[src/rtl/lsu_mem_ctrl.sv]
// Load/store controller between execute and the byte-addressed data RAM.
// Accepts one request, checks it, sequences the registered RAM read, responds.
module lsu_mem_ctrl #(
   parameter int ADDR_W = 8
) (
   input  logic              clk,
   input  logic              rst_n,
   input  logic              req_valid,
   output logic              req_ready,
   input  logic              req_write,
   input  logic [2:0]        req_funct3,
   input  logic [31:0]       req_addr,
   input  logic [31:0]       req_wdata,
   output logic              resp_valid,
   output logic [31:0]       resp_rdata,
   output logic [1:0]        resp_err,
   output logic [ADDR_W-1:0] ram_address,
   output logic [2:0]        ram_bytes,
   output logic [31:0]       ram_wbus,
   output logic              ram_write,
   output logic              ram_signed,
   input  logic [31:0]       ram_q
);

   typedef enum logic [1:0] {
      IDLE    = 2'd0,
      ACCESS  = 2'd1,
      CAPTURE = 2'd2,
      ERR     = 2'd3
   } state_t;

   localparam logic [1:0] ERR_OK    = 2'b00;
   localparam logic [1:0] ERR_MIS   = 2'b01;
   localparam logic [1:0] ERR_FAULT = 2'b10;
   localparam logic [1:0] ERR_ILL   = 2'b11;

   localparam logic [2:0] SZ_NONE = 3'b000;
   localparam logic [2:0] SZ_B    = 3'b001;
   localparam logic [2:0] SZ_H    = 3'b010;
   localparam logic [2:0] SZ_W    = 3'b100;

   state_t state_q, state_d;
   logic   wr_q, wr_d;
   logic [1:0] err_q, err_d;

   logic              resp_valid_q, resp_valid_d;
   logic [31:0]       resp_rdata_q, resp_rdata_d;
   logic [1:0]        resp_err_q, resp_err_d;
   logic [ADDR_W-1:0] ram_address_q, ram_address_d;
   logic [2:0]        ram_bytes_q, ram_bytes_d;
   logic [31:0]       ram_wbus_q, ram_wbus_d;
   logic              ram_write_q, ram_write_d;
   logic              ram_signed_q, ram_signed_d;

   logic       dec_legal;
   logic [2:0] dec_bytes;
   logic       dec_signed;
   logic       chk_fault;
   logic       chk_mis;
   logic [1:0] chk_code;
   logic       accept;

   // Ready is withheld while reset is asserted so nothing can be taken then.
   assign req_ready = (state_q == IDLE) && rst_n;
   assign accept    = req_valid && req_ready;

   assign resp_valid  = resp_valid_q;
   assign resp_rdata  = resp_rdata_q;
   assign resp_err    = resp_err_q;
   assign ram_address = ram_address_q;
   assign ram_bytes   = ram_bytes_q;
   assign ram_wbus    = ram_wbus_q;
   assign ram_write   = ram_write_q;
   assign ram_signed  = ram_signed_q;

   // Decode funct3 into RAM size/sign controls for the request direction.
   always_comb begin
      dec_legal  = 1'b1;
      dec_bytes  = SZ_NONE;
      dec_signed = 1'b0;
      if (req_write) begin
         case (req_funct3)
            3'b000:  dec_bytes = SZ_B;
            3'b001:  dec_bytes = SZ_H;
            3'b010:  dec_bytes = SZ_W;
            default: dec_legal = 1'b0;
         endcase
      end else begin
         case (req_funct3)
            3'b000: begin
               dec_bytes  = SZ_B;
               dec_signed = 1'b1;
            end
            3'b001: begin
               dec_bytes  = SZ_H;
               dec_signed = 1'b1;
            end
            3'b010:  dec_bytes = SZ_W;
            3'b100:  dec_bytes = SZ_B;
            3'b101:  dec_bytes = SZ_H;
            default: dec_legal = 1'b0;
         endcase
      end
   end

   // Request checks, reported with illegal > fault > misaligned priority.
   always_comb begin
      chk_fault = (req_addr >> ADDR_W) != 32'd0;
      chk_mis   = ((dec_bytes == SZ_H) && req_addr[0])
               || ((dec_bytes == SZ_W) && (req_addr[1:0] != 2'b00));
      if (!dec_legal) begin
         chk_code = ERR_ILL;
      end else if (chk_fault) begin
         chk_code = ERR_FAULT;
      end else if (chk_mis) begin
         chk_code = ERR_MIS;
      end else begin
         chk_code = ERR_OK;
      end
   end

   // Next state and next values of every registered output.
   always_comb begin
      state_d       = state_q;
      wr_d          = wr_q;
      err_d         = err_q;
      resp_valid_d  = 1'b0;
      resp_rdata_d  = resp_rdata_q;
      resp_err_d    = resp_err_q;
      ram_address_d = '0;
      ram_bytes_d   = SZ_NONE;
      ram_wbus_d    = 32'd0;
      ram_write_d   = 1'b0;
      ram_signed_d  = 1'b0;
      case (state_q)
         IDLE: begin
            if (accept) begin
               wr_d  = req_write;
               err_d = chk_code;
               if (chk_code != ERR_OK) begin
                  state_d = ERR;
               end else begin
                  state_d       = ACCESS;
                  ram_address_d = req_addr[ADDR_W-1:0];
                  ram_bytes_d   = dec_bytes;
                  ram_signed_d  = dec_signed;
                  ram_wbus_d    = req_wdata;
                  ram_write_d   = req_write;
               end
            end
         end
         ACCESS: begin
            state_d = CAPTURE;
         end
         CAPTURE: begin
            resp_valid_d = 1'b1;
            resp_err_d   = ERR_OK;
            resp_rdata_d = wr_q ? 32'd0 : ram_q;
            state_d      = IDLE;
         end
         ERR: begin
            resp_valid_d = 1'b1;
            resp_err_d   = err_q;
            resp_rdata_d = 32'd0;
            state_d      = IDLE;
         end
         default: begin
            state_d = IDLE;
         end
      endcase
   end

   // Controller state and per-transaction context.
   always_ff @(posedge clk or negedge rst_n) begin
      if (!rst_n) begin
         state_q <= IDLE;
         wr_q    <= 1'b0;
         err_q   <= ERR_OK;
      end else begin
         state_q <= state_d;
         wr_q    <= wr_d;
         err_q   <= err_d;
      end
   end

   // Registered response and RAM-side outputs.
   always_ff @(posedge clk or negedge rst_n) begin
      if (!rst_n) begin
         resp_valid_q  <= 1'b0;
         resp_rdata_q  <= 32'd0;
         resp_err_q    <= ERR_OK;
         ram_address_q <= '0;
         ram_bytes_q   <= SZ_NONE;
         ram_wbus_q    <= 32'd0;
         ram_write_q   <= 1'b0;
         ram_signed_q  <= 1'b0;
      end else begin
         resp_valid_q  <= resp_valid_d;
         resp_rdata_q  <= resp_rdata_d;
         resp_err_q    <= resp_err_d;
         ram_address_q <= ram_address_d;
         ram_bytes_q   <= ram_bytes_d;
         ram_wbus_q    <= ram_wbus_d;
         ram_write_q   <= ram_write_d;
         ram_signed_q  <= ram_signed_d;
      end
   end

endmodule

[config.mk]
export PLATFORM = sky130hd
export DESIGN_NAME = lsu_mem_ctrl
export DESIGN_NICKNAME = d
export VERILOG_FILES = /design/src/rtl/lsu_mem_ctrl.sv
export SDC_FILE = /design/constraint.sdc
export NUM_CORES = 1
export LEC_CHECK = 0
export ABC_AREA = 1
export ABC_CLOCK_PERIOD_IN_PS = 1300
export BUFFER_PORTS_ARGS = -buffer_cell sky130_fd_sc_hd__clkbuf_2
export CORE_MARGIN = 3
export CORE_UTILIZATION = 44
export CTS_CLUSTER_SIZE = 12
export DETAILED_ROUTE_END_ITERATION = 8
export MAX_ROUTING_LAYER = met4
export PLACE_DENSITY = 0.83
export SYNTH_ARGS = -nofsm -noshare
export SYNTH_HDL_FRONTEND = slang
export SYNTH_SLANG_ARGS = --single-unit
[constraint.sdc]
create_clock -name clk -period 1.3 [get_ports clk]
set_input_delay 0.195 -clock clk [delete_from_list [all_inputs] [get_ports clk]]
set_output_delay 0.195 -clock clk [all_outputs]
set_load 0.1 [all_outputs]
After elaboration in Yosys (flattened, before gate mapping)
Cells that the tools add are included.
{"block": "totals", "output_inout_bits": 81, "regBits": 85, "wordCells": 72, "inputBits": 103}
{"block": "classes", "n_mux": 33, "eq_ne": 10, "n_reduce_logical": 18}
{"operator": "$mux W32", "count": 4}
{"operator": "$pmux W32 S2", "count": 1}
{"operator": "$reduce_bool A32 Y1", "count": 1}
{"operator": "$mux W8", "count": 3}
{"operator": "$pmux W3 S3", "count": 2}
{"operator": "$mux W1", "count": 13}
{"operator": "$mux W3", "count": 4}
{"operator": "$eq A3 B3 Y1 const B", "count": 3}
{"operator": "$mux W2", "count": 4}
{"operator": "$reduce_or A2 Y1", "count": 4}
{"operator": "$eq A3 B2 Y1 const B", "count": 2}
{"operator": "$pmux W2 S3", "count": 1}
{"operator": "$reduce_bool A2 Y1", "count": 3}
{"operator": "$reduce_or A5 Y1", "count": 1}
{"operator": "$eq A2 B2 Y1 const B", "count": 2}
{"operator": "$logic_and A1 B1 Y1", "count": 4}
{"operator": "$pmux W2 S2", "count": 1}
{"operator": "$eq A3 B1 Y1 const B", "count": 1}
{"operator": "$logic_not A3 Y1", "count": 1}
{"operator": "$reduce_or A3 Y1", "count": 1}
{"operator": "$eq A2 B1 Y1 const B", "count": 1}
{"operator": "$logic_not A2 Y1", "count": 1}
{"operator": "$ne A2 B2 Y1 const B", "count": 1}
{"operator": "$reduce_and A2 Y1", "count": 1}
{"operator": "$logic_or A1 B1 Y1", "count": 1}

Longest topological paths before layout
Gate-level depths: netlist of the first run.
{"block": "logic_depth", "depth_word": 14, "ltp_mapped": 9, "depth_no_buf": 9}

Worst setup path before layout of the first run
No wires, ideal clock.
{"block": "synth_path", "kind": "register to register", "start": "register state_q[1]", "end": "register ram_address_q[1] (netlist: ram_address[1])", "setup_ns": 0.080, "t_required_ns": 1.220, "period_less_slack_ns": 2.472, "slack_ns": -1.172, "arrival_time_ns": 2.392, "path_buffers": 1, "stages_incl_launch_ff": 7, "path_cell_list": "dfrtp_1 > nor3b_2 > nand2_2 > clkinv_4 > nand3_4 > buf_6 > nor3_4"}
{"block": "synth_between", "elab_chain_cells": 5}
{"item": "start, declared", "line_no": "42", "text": "state_t state_q, state_d;"}
{"item": "start signal, assigned", "line_no": "180", "text": "state_q <= state_d;"}
{"item": "$logic_not A2 Y1", "line_no": "64", "text": "assign req_ready = (state_q == IDLE) && rst_n;"}
{"item": "$logic_and A1 B1 Y1", "line_no": "64"}
{"item": "named net req_ready", "line_no": "9", "text": "output logic req_ready,"}
{"item": "$logic_and A1 B1 Y1", "line_no": "65", "text": "assign accept = req_valid && req_ready;"}
{"item": "$mux W8", "line_no": "137", "text": "if (accept) begin"}
{"item": "$mux W8", "line_no": "135", "text": "case (state_q)"}
{"item": "named net ram_address_d[1]", "line_no": "49", "text": "logic [ADDR_W-1:0] ram_address_q, ram_address_d;"}
{"item": "end signal, assigned", "line_no": "201", "text": "ram_address_q <= ram_address_d;"}
{"item": "end, declared", "line_no": "49"}
The timed path passes the listed nets, and every way through them passes these cells.
A chain may end at the register's enable or synchronous reset.

Final worst setup path of the first run
{"block": "layout_path", "start": "register state_q[1]", "end": "output req_ready"}
{"block": "layout_between", "elab_chain_cells": 2}
{"item": "$logic_not A2 Y1", "line_no": "64"}
{"item": "$logic_and A1 B1 Y1", "line_no": "64"}
{"item": "end, declared", "line_no": "9"}
No other way between the ends.

==> results_dict.tcl, run 1 <==
set metrics [dict create \
    dr_total_vias 3116 \
    worstSetupStartpointType "flop" \
    dpl.hpwl_um 6820 \
    maxCapViolCount 0 \
    p_per_area_mw_per_mm2 1740 \
    pre_cts_ws_ps -84.0 \
    final.min_clock_period_ps 1490 \
    die_h_um 93.0 \
    cts_made_buffers 9 \
    yosysTopAreaCell "dfrtp_1" \
    yosys-top-cells-area "dfrtp_1 (64%), nand2_1 (9.6%), o22ai_1 (6.0%)" \
    clk_latency_ps 350 \
    synth_area_per_cell_um2 9.63 \
    combPwrFrac_pct 48.3 \
    postSynth.asyncResetShare_pct 100 \
    fin_worst_skew_ps 14.0 \
    syn_area_mm2 0.00333 \
    failed_checks "setup timing" \
    multiInputGateArea_mm2 0.00117 \
    io_buffers 183 \
    power_leakage_uw 0.00297 \
    drive_gt1_share_pct 49.7 \
    synth_top_area_share_pct 63.9 \
    drtPass1Iterations 4 \
    die_w_um 93.0 \
    finalHoldViolCount 0 \
    setup_tns_ps -6110 \
    viasPerCell 4.82 \
    grtUsageTotal_pct 23.6 \
    grt_pass1_wl_um 15400 \
    swShare_pct 44.5 \
    clock_tree.buffer_depth 2 \
    gp_congestion 0.763 \
    yosysWarnings 0 \
    seq_area_frac_synth_pct 63.9 \
    drv_slew 0 \
    grt_max_degree 86 \
    antenna_found_initial 0 \
    rsz0062_at_grt "yes" \
    critical_path_class "flop to output port" \
    status "finished with violations" \
    seq_power_share_pct 33.6 \
    numClockSinks 85 \
    core_mm2 0.00729 \
    holdCritPathClass "primary input to flop" \
    die_area_mm2 0.00865 \
    arrival_ps 1290 \
    post-route-period-util_pct 115 \
    power.switching_uw 4440 \
    dpl.cell_count 620 \
    worst-path-max-fanout 2 \
    synth_commonest_cells "dfrtp_1 (85), nand2_1 (85), nor2_1 (48)" \
    worstMarginPinSlew_ps 437 \
    wl_um 9810 \
    grt.overflow.total 0 \
    p_int_uw 5540 \
    ir_drop_mv 0.684 \
    end_kind "output port" \
    required_ps 1110 \
    final_nets 645 \
    start_util_pct 45.7 \
    syn_to_final_growth_pct 72.5 \
    drt-wirelength-per-cell_um 15.2 \
    num_antenna_cells 0 \
    slew_headroom_pct 70.9 \
    fin_ws_ps -190 \
    clock-root-buffer "clkbuf_8" \
    drt_iter0_markers 129 \
    ys_ff_latch 85 \
    setup_viol 47 \
    synth_flop_cell "dfrtp_1" \
    timing.fmax_mhz 671 \
    synth_edf_count 0 \
    n_fill_cell 465 \
    fin_area_mm2 0.00575 \
    seq_area_mm2 0.00213 \
    cts_tree "yes" \
    final_cells 646 \
    p_total_uw 9980 \
    ioPinCount 184 \
    clkPwrFrac_pct 18.2 \
    yosysUniqueCellTypes 25 \
    h-tree-depth 3 \
    row_count 31 \
    synth_cells 346 \
    ant_nets 0 \
    clkTransAtPathRegs_ps 90 \
    syn_nets 449 \
    place_area_mm2 0.00518 \
    drc 0 \
    grt_pass1_vias 3335 \
]
## flip-flops by register name, summed over array words and instances, names as in the netlist, 2 cells and up
name,flops
resp_err,2
ram_wbus,32
ram_bytes,3
state_q,2
err_q,2
resp_rdata,32
ram_address,8
## through the flow
| step | util (%) | hold WS, ps |
|---|---|---|
| 6_report | 78.8 | 57.9 |
| 5_1_grt | 78.8 | 42.0 |
| 4_1_cts | 77.4 | 31.7 |
| 3_5_place_dp | 71.0 | 277 |
| 3_3_place_gp | 71.0 | 271 |
| 2_1_floorplan | - | -101 |
## cells by family (layout without fill, tap and decap cells)
logic type | Yosys count | count (layout) | share of synthesized area (%)
simple gates | 158 | 158 | 20.3
flops | 85 | 85 | 63.9
buf+inv | 63 | 264 | 8.53
compound gates | 40 | 40 | 7.29
## cell usage in the layout, fill, tap and decap left out
master / n
inv_1: 41
buf_12: 53
o22ai_1: 32
nand2_2: 3
nand3_1: 6
a21oi_2: 1
nor3b_4: 1
buf_6: 4
o21ai_1: 3
clkbuf_8: 9
nor2_1: 18
nand3_2: 1
dfrtp_2: 1
nor3_4: 3
nand2_4: 1
nor2_2: 13
clkbuf_1: 2
o21a_1: 1
nor2_4: 27
dlygate4sd3_1: 1
buf_4: 45
inv_2: 2
clkinvlp_4: 3
nand2_1: 83
clkinv_4: 2
dfrtp_1: 84
nand3_4: 1
o21ai_0: 3
bufinv_16: 1
clkbuf_2: 101
nand4_1: 1
## per-layer routing
metal / GRT usage, % / up-vias / part of all wire (%) / wire, µm
met5: - / - / 0 / 0
met1: 26.6 / 1490 / 38 / 3710
met2: 41.8 / 142 / 53 / 5220
met3: 5.47 / 14 / 7.5 / 734
met4: 7.08 / 0 / 1.5 / 148
li1: - / 1470 / - / -
## critical path, stage by stage (launching register included)
cell and delay (ps):
dfrtp_2 440, nor3b_4 230, buf_6 130, buf_12 160
## area by class of cell
type / count / share of cell area, %
flip-flops and latches: 85 / 37.0
clock buffers: 11 / 2.29
well taps: 99 / 2.16
inverters: 44 / 2.96
repair buffers: 204 / 34.1
multi-input cells: 198 / 20.4
clock inverters: 5 / 1.07
## power groups by stage
stage,Sequential (µW),Combinational (µW),Clock (µW)
after floorplan,5570,593,0
after global placement,3380,4680,0
after detailed placement,3410,4750,0
after CTS,3350,4810,1850
after global routing,3390,4990,1970
final,3350,4820,1810
## what timing repair did
item | 4_1_cts | 5_1_grt
buffers inserted | 8 | 3
pin swaps | 3 | 4
cloned | 2 | 0
endpoints found under the setup margin | 40 | 51
endpoints found under the hold margin | 85 | 0
resized for setup | 42 | 36
hold buffers | 1 | 0
## final timing paths
check / endpoint / from / slack (ps) / cells past startpoint
hold reg to reg: err_q[1] / err_q[1] / 500 / 1
hold / removal: ram_wbus[9] / req_wdata[9] / 60 / 3
min in group asynchronous: resp_rdata[22] / rst_n / 480 / 3
setup reg to reg: ram_wbus[14] / state_q[1] / -170 / 7
setup / recovery: req_ready / state_q[1] / -190 / 3
max in group asynchronous: state_q[1] / rst_n / 470 / 3
(Power assumes the default switching activity.)
==> run 2, diff against run 1 <==
ABC_AREA = default   (was 1)
CORE_UTILIZATION = 43   (was 44)
==> run 2 against run 1 <==
Net effect: the flow still finishes with violations (setup timing); worst setup slack improved by 22 ps; utilization about the same; critical path depth unchanged; maximum frequency increased by 1.5%; non-clock buffer count increased by 8; sequential cell count unchanged; clock skew decreased by 2.0 ps; final cell count decreased by 8.4%; global-route usage decreased by 2.0 points; largest power group unchanged; highest routed layer unchanged.
==> results_dict.tcl, run 2 <==
set metrics [dict create \
    r2r-end "ram_bytes[1]" \
    layout_commonest_cell "clkbuf_2" \
    postSynth.asyncResetShare_pct 100 \
    die_area_mm2 0.00831 \
    seq_area_frac_synth_pct 68.2 \
    critical_path_class "flop to output port" \
    synth_flop_cell "dfrtp_1" \
    die_w_um 91.2 \
    gp_congestion 0.764 \
    end_kind "output port" \
    r2r_start "state_q[1]" \
    synth_cells 280 \
    whs_endpoint "ram_address[2]" \
    dpl.hpwl_um 6320 \
    numClockSinks 85 \
    yosysWarnings 0 \
    cts_made_buffers 9 \
    synth_commonest_cells "dfrtp_1 (85), and2_1 (41), nand2_1 (39)" \
    num_antenna_cells 0 \
    row_count 30 \
    yosys-top-cells-area "dfrtp_1 (68%), and2_1 (8.2%), o21ai_0 (5.1%)" \
    yosysTopAreaCell "dfrtp_1" \
    clkTransAtPathRegs_ps 90 \
    start_util_pct 45.2 \
    holdCritPathClass "primary input to flop" \
    fin_ws_ps -168 \
    grt_pass1_wl_um 13700 \
    worstSetupStartpointType "flop" \
    rsz0062_at_grt "yes" \
    finalHoldViolCount 0 \
    clock-root-buffer "clkbuf_8" \
    worst-path-max-fanout 2 \
    arrival_ps 1270 \
    yosysMostFrequentCell "dfrtp_1" \
    drive_gt1_share_pct 50.0 \
    fin_worst_skew_ps 11.9 \
    grt.overflow.total 0 \
    ioPinCount 184 \
    yosysUniqueCellTypes 21 \
    wl_um 9010 \
    final_cell_mix "clkbuf_2 (101), dfrtp_1 (85), buf_4 (57)" \
    final_cells 592 \
    cts_tree "yes" \
    final.min_clock_period_ps 1470 \
    failed_checks "setup timing" \
    p_total_uw 10000 \
    syn_nets 383 \
    clk_latency_ps 340 \
    antenna_found_initial 0 \
    syn_to_final_growth_pct 74.4 \
    hold_buffers 0 \
    ir_drop_mv 0.839 \
    drv_slew 0 \
    min_path_cells 2 \
    synth_top_area_share_pct 68.2 \
    core_mm2 0.00691 \
    slew_headroom_pct 33.1 \
    final_nets 594 \
    grt_pass1_vias 2965 \
    hp-start "req_addr[2]" \
    maxCapViolCount 0 \
    grt_max_degree 86 \
    setup_viol 62 \
    power_leakage_uw 0.00286 \
    p_per_area_mw_per_mm2 1840 \
    io_buffers 183 \
    drc 0 \
    viasPerCell 4.58 \
    grtUsageTotal_pct 21.6 \
    synth_area_per_cell_um2 11.1 \
    dpl.cell_count 565 \
    utilization_pct 78.8 \
    synth_edf_count 0 \
    drtPass1Iterations 4 \
    ant_nets 0 \
    status "finished with violations" \
    rrSetupSlack_ps -160 \
    clock_tree.buffer_depth 2 \
    required_ps 1110 \
    r2r_cells 6 \
    post-route-period-util_pct 113 \
    syn_area_mm2 0.00312 \
    drt-wirelength-per-cell_um 15.2 \
    h-tree-depth 3 \
    setup_tns_ps -6970 \
    timing.fmax_mhz 681 \
    die_h_um 91.2 \
    ys_ff_latch 85 \
    drt_iter0_markers 126 \
    worstMarginPinSlew_ps 1000 \
    dr_total_vias 2709 \
]
[run 2: kinds of logic after synthesis]
group | Yosys count | share of synthesized area, %
AOI/OAI and AO/OA | 42 | 6.94
xor gates and xnor gates | 1 | 0.281
buffers and inverters | 48 | 6.74
DFF | 85 | 68.2
and+or+nand+nor | 104 | 17.9
[run 2: worst max-delay path, stage by stage (launching register included)]
cell	delay (ps)
dfrtp_1	410
nor3b_4	220
buf_4	150
buf_12	160
[run 2: worst max path at each step]
| stage | cells after the start | slack, ps | from | endpoint |
|---|---|---|---|---|
| floorplan | 5 | -980 | state_q[0] | ram_address[0] |
| global placement | 7 | -380 | req_addr[9] | ram_signed |
| detailed placement | 7 | -430 | req_addr[9] | ram_wbus[29] |
| CTS | 3 | -190 | state_q[0] | req_ready |
| global route | 6 | -230 | state_q[1] | ram_wbus[20] |
| finish | 3 | -170 | state_q[1] | req_ready |
[run 2: cell type report]
cell class	instances	area (µm²)
Tap cell	96	120
Fill cell	438	1460
Clock buffer	11	141
Sequential cell	85	2130
Inverter	36	135
Timing Repair Buffer	212	2000
Multi-Input combinational cell	147	855
Clock inverter	5	60.1
[run 2: layer usage]
| metal | share of wire, % | track usage (%) |
|---|---|---|
| met1 | 37 | 23.3 |
| met3 | 6.9 | 4.89 |
| met2 | 55 | 39.4 |
| met5 | 0 | - |
| met4 | 1.5 | 6.78 |
[run 2: where the power goes]
part	switching, µW	total (µW)	internal [µW]
Sequential	383	3380	3000
Clock	919	1860	945
Combinational	3100	4780	1680
Total	4400	10000	5630
[run 2: what timing repair did]
action,CTS,global route
pin swaps,2,8
endpoints found under the setup margin,74,80
resized for setup,11,19
buffers inserted,2,3
cloned,2,4
[run 2: per-stage QoR]
step                      cell area, µm²  worst slack [ps]  hold WS [ps]
after floorplan                     3130              -982          -101
after global routing                5440              -229          36.9
after CTS                           5300              -189          37.2
after global placement              4990              -383           399
after detailed placement            4990              -427           402
final                               5440              -168          55.8
